$ cat config.mk
export PLATFORM = sky130hd
export DESIGN_NAME = spi_slave
export DESIGN_NICKNAME = d
export VERILOG_FILES = /design/src/rtl/spi_slave.sv
export SDC_FILE = /design/constraint.sdc
export NUM_CORES = 1
export LEC_CHECK = 0
export BUFFER_PORTS_ARGS = -buffer_cell sky130_fd_sc_hd__buf_2
export CELL_PAD_IN_SITES_DETAIL_PLACEMENT = 0
export CELL_PAD_IN_SITES_GLOBAL_PLACEMENT = 1
export CORE_MARGIN = 1
export CORE_UTILIZATION = 45
export CTS_CLUSTER_SIZE = 20
export DETAILED_ROUTE_END_ITERATION = 12
export GPL_TIMING_DRIVEN = 0
export PLACE_DENSITY_LB_ADDON = 0.1
export SLEW_MARGIN = 20
export SYNTH_ARGS = -nofsm -noshare
export SYNTH_HDL_FRONTEND = slang
export SYNTH_SLANG_ARGS = --single-unit
$ cat constraint.sdc
create_clock -name iClk -period 4 [get_ports iClk]
set_input_delay 0.2 -clock iClk [delete_from_list [all_inputs] [get_ports iClk]]
set_output_delay 0.2 -clock iClk [all_outputs]
set_load 0.01 [all_outputs]
$ cat src/rtl/spi_slave.sv
// spi_slave: SPI mode-0 slave, MSB first, one DATA_WIDTH-bit word per SSn-low frame.
// SCLK/SSn/MOSI pins are oversampled in the iClk domain through 2-flop synchronisers.
// Build macro SPI_SLAVE_ECHO_EN: each frame returns the previous good received word
// instead of iTx_Data (port list unchanged).
`timescale 1ns/1ps
module spi_slave #(
  parameter int DATA_WIDTH = 10
) (
  input  logic                  iClk,
  input  logic                  iRst,
  input  logic                  iSCLK,
  input  logic                  iSSn,
  input  logic                  iMOSI,
  output logic                  oMISO,
  output logic                  oMISO_OE,
  input  logic [DATA_WIDTH-1:0] iTx_Data,
  output logic [DATA_WIDTH-1:0] oRx_Data,
  output logic                  oRx_Valid,
  output logic                  oFrame_Err,
  output logic                  oBusy
);

  localparam int CW = $clog2(DATA_WIDTH + 1);
  localparam logic [CW-1:0] LAST_BIT = CW'(DATA_WIDTH - 1);
  localparam logic [CW-1:0] FULL_CNT = CW'(DATA_WIDTH);

  typedef enum logic [1:0] {IDLE, SHIFT, DONE} state_t;
  state_t state, stateNext;

  logic sclkS1, sclkS2, sclkS2d;
  logic ssnS1, ssnS2, ssnS2d;
  logic mosiS1, mosiS2;
  logic syncV1, syncV2, ssnArmed;
  logic sclkRise, sclkFall, ssnRise, ssnFall;
  logic [DATA_WIDTH-1:0] txSr, rxSr, rxWord, txLoad;
  logic [CW-1:0] bitCnt;

`ifdef SPI_SLAVE_ECHO_EN
  logic unusedTx;
  assign unusedTx = ^iTx_Data;
  assign txLoad   = oRx_Data;
`else
  assign txLoad   = iTx_Data;
`endif

  // Pin synchronisers, delayed copies for edge detection, and SSn arming after reset.
  // The synchronisers reset to SSn=1, so a frame still active on the pins would look
  // like a fresh SSn fall; ssnArmed only sets once a genuine pin-derived high is seen.
  always_ff @(posedge iClk) begin
    if (iRst) begin
      sclkS1   <= 1'b0;
      sclkS2   <= 1'b0;
      sclkS2d  <= 1'b0;
      ssnS1    <= 1'b1;
      ssnS2    <= 1'b1;
      ssnS2d   <= 1'b1;
      mosiS1   <= 1'b0;
      mosiS2   <= 1'b0;
      syncV1   <= 1'b0;
      syncV2   <= 1'b0;
      ssnArmed <= 1'b0;
    end else begin
      sclkS1  <= iSCLK;
      sclkS2  <= sclkS1;
      sclkS2d <= sclkS2;
      ssnS1   <= iSSn;
      ssnS2   <= ssnS1;
      ssnS2d  <= ssnS2;
      mosiS1  <= iMOSI;
      mosiS2  <= mosiS1;
      syncV1  <= 1'b1;
      syncV2  <= syncV1;
      if (syncV2 && ssnS2) ssnArmed <= 1'b1;
    end
  end

  assign sclkRise = sclkS2 & ~sclkS2d;
  assign sclkFall = ~sclkS2 & sclkS2d;
  assign ssnRise  = ssnS2 & ~ssnS2d;
  assign ssnFall  = ~ssnS2 & ssnS2d & ssnArmed;
  assign rxWord   = {rxSr[DATA_WIDTH-2:0], mosiS2};

  // State register
  always_ff @(posedge iClk) begin
    if (iRst) state <= IDLE;
    else      state <= stateNext;
  end

  // Next-state logic; an SSn rise takes priority over a coincident SCLK rise
  always_comb begin
    stateNext = state;
    unique case (state)
      IDLE:  if (ssnFall) stateNext = SHIFT;
      SHIFT: begin
        if (ssnRise) stateNext = IDLE;
        else if (sclkRise && bitCnt == LAST_BIT) stateNext = DONE;
      end
      DONE:  if (ssnRise) stateNext = IDLE;
      default: stateNext = IDLE;
    endcase
  end

  // Shift registers, bit counter, received word and status pulses
  always_ff @(posedge iClk) begin
    if (iRst) begin
      txSr       <= '0;
      rxSr       <= '0;
      bitCnt     <= '0;
      oRx_Data   <= '0;
      oRx_Valid  <= 1'b0;
      oFrame_Err <= 1'b0;
    end else begin
      oRx_Valid  <= 1'b0;
      oFrame_Err <= 1'b0;
      case (state)
        IDLE: begin
          if (ssnFall) begin
            txSr   <= txLoad;
            bitCnt <= '0;
          end
        end
        SHIFT: begin
          if (ssnRise) begin
            oFrame_Err <= 1'b1;
          end else if (sclkRise) begin
            rxSr <= rxWord;
            if (bitCnt == LAST_BIT) begin
              oRx_Data  <= rxWord;
              oRx_Valid <= 1'b1;
              bitCnt    <= FULL_CNT;
            end else begin
              bitCnt <= bitCnt + 1'b1;
            end
          end else if (sclkFall) begin
            txSr <= txSr << 1;
          end
        end
        default: ;
      endcase
    end
  end

  // Pin-facing outputs; MISO is the head of the transmit register while shifting
  always_comb begin
    oMISO    = (state == SHIFT) ? txSr[DATA_WIDTH-1] : 1'b0;
    oMISO_OE = (state != IDLE);
    oBusy    = (state != IDLE);
  end

endmodule

# After elaboration in Yosys (flattened, before gate mapping)
# Cells that the tools add are included.
# totals
out_inout_bits,15
register_bits,48
elab_cells,72
inputBits,15
# classes
n_mux,19
n_reduce_logical,12
n_bitwise,12
add_sub_neg,1
n_eq_ne,10
# ops
operator,count
2-to-1 mux 10 bit,4
one-hot mux 10 bit (2 select lines),1
2-to-1 mux 4 bit,4
"inequality test 2 bit, second input constant",6
2-to-1 mux 2 bit,4
one-hot mux 4 bit (2 select lines),1
AND reduction 4 bit,2
inverter 1 bit,7
one-hot mux 2 bit (3 select lines),1
AND reduction 3 bit,2
AND 1 bit,5
AND reduction 5 bit,1
"adder 4 x 1 -> 4 bit, second input constant",1
"equality test 4 bit, second input constant",1
2-to-1 mux 1 bit,4
nonzero test 2 bit,2
OR reduction 4 bit,1
"inequality test 3 bit, second input constant",1
"equality test 2 x 1 -> 1 bit, second input constant",1
"equality test 2 bit, second input constant",1
logical AND 1 bit,2
zero test 2 bit,1
OR reduction 2 bit,1

# Depth between registers and ports, before layout
# depth
ltp_word,6
depth_mapped,7
depth_no_buf,6

# Worst setup path after synthesis
# No wires, ideal clock.
# synth_timing
path_kind,reg2reg
startpoint,reg bitCnt[0]
endpoint,reg oRx_Data[1]
path_slack_ns,2.522
path_stages_with_launch,7
period_less_slack_ns,1.478
path_buffers,1
setup_time_ns,0.128
required_time_ns,3.872
t_arrival_ns,1.350
path_cell_list,dfxtp_1 ha_1 nand3b_1 nor4_4 buf_6 mux2i_1 nor2_1
# synth_between
elab_chain_cells,2
# synth_rtl
item,line_no,source
"start, declared",36,logic [CW-1:0] bitCnt;
"start signal, assigned",132,bitCnt <= bitCnt + 1'b1;
equality test 4 bit,127,if (bitCnt == LAST_BIT) begin
AND reduction 4 bit (no line),--,
"end signal, assigned",128,oRx_Data <= rxWord;
"end, declared",17,"output logic [DATA_WIDTH-1:0] oRx_Data,"
# No other way between the ends.
# A chain may end at the register's enable or synchronous reset.

# Worst setup path after layout
# layout_timing
startpoint,reg bitCnt[0]
endpoint,reg oRx_Data[3]
# The elaborated chain is that of the path after synthesis.

==> impl_metrics.env <==
export IMPL_synth_cell_types=31
export IMPL_maxCapViolCount=0
export IMPL_wl_mm=3.788
export IMPL_p_leak_uw=0.0008996
export IMPL_cts_sinks=48
export IMPL_route_detailed_drc=0
export IMPL_worst_ep_required_time_ps=4180
export IMPL_dieHeight_um=67.10
export IMPL_fmax_ghz=0.5806
export IMPL_cts_hold_buf=0
export IMPL_boundaryPins=30
export IMPL_relSlewSlack=0.6827
export IMPL_worst_slew_pin_slew_ps=474.9
export IMPL_clk_latency_ps=300
export IMPL_synth_ff_type="dfxtp_1"
export IMPL_final_cells=286
export IMPL_die_x_um=67.10
export IMPL_groute_usage_overall=0.1949
export IMPL_cp_cell_sequence="ha_1, nand3b_1, nor4_4, buf_6, mux2i_1, nor2_1"
export IMPL_switching_share=0.2118
export IMPL_min_period_ps=1722
export IMPL_synth_top_area_share=0.5039
export IMPL_ys_ff_latch=48
export IMPL_first_pass_iters=4
export IMPL_yosys_warnings=0
export IMPL_critPathKind="reg2reg"
export IMPL_synth_area_um2=1907
export IMPL_fin_nets=252
export IMPL_io_buffer_count=28
export IMPL_netlist_instances=200
export IMPL_grt_max_degree=16
export IMPL_synth_area_top_cells="dfxtp_1 50%, mux2i_1 10%, a21oi_1 6.6%"
export IMPL_drt_initial_drc_count=87
export IMPL_cp_slowest_cell="dfxtp_1"
export IMPL_hold_path_class="in2reg"
export IMPL_powerDensity_nw_per_um2=403.4
export IMPL_critPathLaunch="bitCnt[0]"
export IMPL_outcome="finished, final reports clean"
export IMPL_grt_setup_unrepaired="false"
export IMPL_vias_per_cell=5.287
export IMPL_placementRows=23
export IMPL_worst_slack_ps=2278
export IMPL_initial_core_util=0.4733
export IMPL_diodes=0
export IMPL_yosysMostFrequentCell="dfxtp_1"
export IMPL_placed_cells=278
export IMPL_routabilityCongestion=0.7732
export IMPL_vdd_drop_max_v=0.0002207
export IMPL_final_hold_viol_count=0
export IMPL_numCtsBuffers=5
export IMPL_min_from="iSSn"
export IMPL_finalSetupTns_ps=0
export IMPL_async_flop_share=0
export IMPL_cts_max_level=2
export IMPL_clk_path_buf_depth=2
export IMPL_ant_nets=0
export IMPL_maxSlewViolCount=0
export IMPL_synth_yosys_seq_area_share=0.5039
export IMPL_dp_hpwl_mm=2.686
export IMPL_p_comb_frac=0.047
export IMPL_drive_above_1_share=0.2161
export IMPL_startpoint_type="flop"
export IMPL_root_buffer="clkbuf_8"
export IMPL_cts_resized=0
export IMPL_max_stage_delay_ps=410
export IMPL_power_switching_uw=190.6
export IMPL_setup_viol=0
export IMPL_p_seq_frac=0.546
export IMPL_tritoncts="yes"
export IMPL_crit_arrival_ps=1900
export IMPL_routedWlPerCell_um=13.24
export IMPL_antenna_found_initial=0
export IMPL_synth_top_area_cell="dfxtp_1"
export IMPL_power_internal_uw=709.4
export IMPL_power_uw=900.0
export IMPL_crit_fanout=10
export IMPL_synth_edf_count=0
export IMPL_gr_total_overflow=0
export IMPL_syn_num_nets=217
export IMPL_clock_power_share=0.407
export IMPL_dieArea_um2=4502
export IMPL_timing_final_crit_share=0.4306
export IMPL_coreArea_um2=4029
export IMPL_ff_latch_area_um2=960.9
export IMPL_syn_area_per_cell_um2=9.534
export IMPL_path_clk_slew_ps=90
export IMPL_multiInputGateArea_um2=843.3
export IMPL_syn_to_final_growth_pct=16.99
export IMPL_postCtsSetupBuffers=0
export IMPL_synth_common_cells="48 x dfxtp_1, 25 x a21oi_1, 21 x nand2_1"
export IMPL_finClkSkew_ps=6.074
export IMPL_grt_pass1_vias=1455
export IMPL_vias=1512
export IMPL_hold_slack_ps=77.38
export IMPL_grt_pass1_wl_mm=6.575
export IMPL_end_kind="flop"
export IMPL_r2r_start="bitCnt[0]"
export IMPL_fillers=387
export IMPL_pre_cts_ws_ps=2302
-- kinds of logic after synthesis --
kind of cell	Yosys count	share of synthesized area
and+or+nand+nor	68	0.1877
buffers and inverters	19	0.05380
muxes	19	0.09974
AOI/OAI and AO/OA	44	0.1417
adders and majority gates	2	0.01312
DFF	48	0.5039
-- worst paths after layout --
path / slack (ps) / cells past startpoint / endpoint
hold reg to reg: 420 / 1 / ssnS2
setup reg to reg: 2280 / 6 / oRx_Data[3]
hold / removal: 80 / 2 / ssnS1
setup / recovery: 2280 / 6 / oRx_Data[3]
-- layout by cell type (no fill, tap or decap) --
master	Yosys	routed
buf_4	3	3
a21o_1	2	2
nor2_1	14	14
nand4_1	2	2
clkbuf_8	0	6
nor4_4	1	1
nand3_1	4	4
o211ai_1	1	1
o21ai_0	3	3
buf_6	2	2
buf_2	4	32
bufinv_16	0	1
nand2_1	21	21
and2b_1	1	1
buf_1	1	1
a31oi_1	2	2
or2_2	3	3
ha_1	2	2
a311oi_1	10	10
and4bb_2	1	1
a211oi_1	1	1
a21oi_1	25	25
inv_1	5	5
mux2i_1	19	19
clkbuf_1	4	4
nor3_1	4	4
nor2b_1	8	8
nor3_2	1	1
or4_1	1	1
clkinv_4	0	1
nand3b_1	2	2
nand2b_1	4	4
and2_1	1	1
dfxtp_1	48	48
-- per-layer routing --
layer	share of wire	track usage	vias to the layer above
li1	-	-	762
met2	0.47	0.3263	29
met1	0.49	0.2398	719
met4	0.0037	0.05053	0
met3	0.038	0.05822	2
met5	0	0	-
-- critical path: cells and delay by family (launching register included) --
family / cells / cell delay (ps)
DFF: 1 / 410
adders and majority gates: 1 / 180
muxes: 1 / 210
and+or+nand+nor: 3 / 590
buffers and inverters: 1 / 210
-- per-stage QoR --
step	util	area, um^2
after floorplan	-	1907
after global placement	0.5236	2110
after detailed placement	0.5236	2110
after CTS	0.5537	2231
after global routing	0.5537	2231
final	0.5537	2231
-- layout make-up --
| type | count | area share |
|---|---|---|
| Buffer | 14 | 0.03758 |
| Clock buffer | 6 | 0.03702 |
| Clock inverter | 2 | 0.01739 |
| Inverter | 5 | 0.008413 |
| Multi-Input combinational cell | 133 | 0.3780 |
| Sequential cell | 48 | 0.4307 |
| Tap cell | 50 | 0.02804 |
| Timing Repair Buffer | 28 | 0.06282 |
-- power groups by stage --
stage / combinational (uW) / sequential (uW) / clock (uW)
after floorplan: 28.6 / 501 / 0
after global placement: 41.0 / 502 / 0
after detailed placement: 42.1 / 503 / 0
after CTS: 42.3 / 491 / 373
after global routing: 47.3 / 493 / 399
final: 42.0 / 491 / 367
-- registers in the layout, indices dropped and copies added, names as in the netlist, 2 cells and up --
signal	count
oRx_Data	10
txSr	10
rxSr	9
bitCnt	4
state	2
Power figures use the tool's default switching activity.
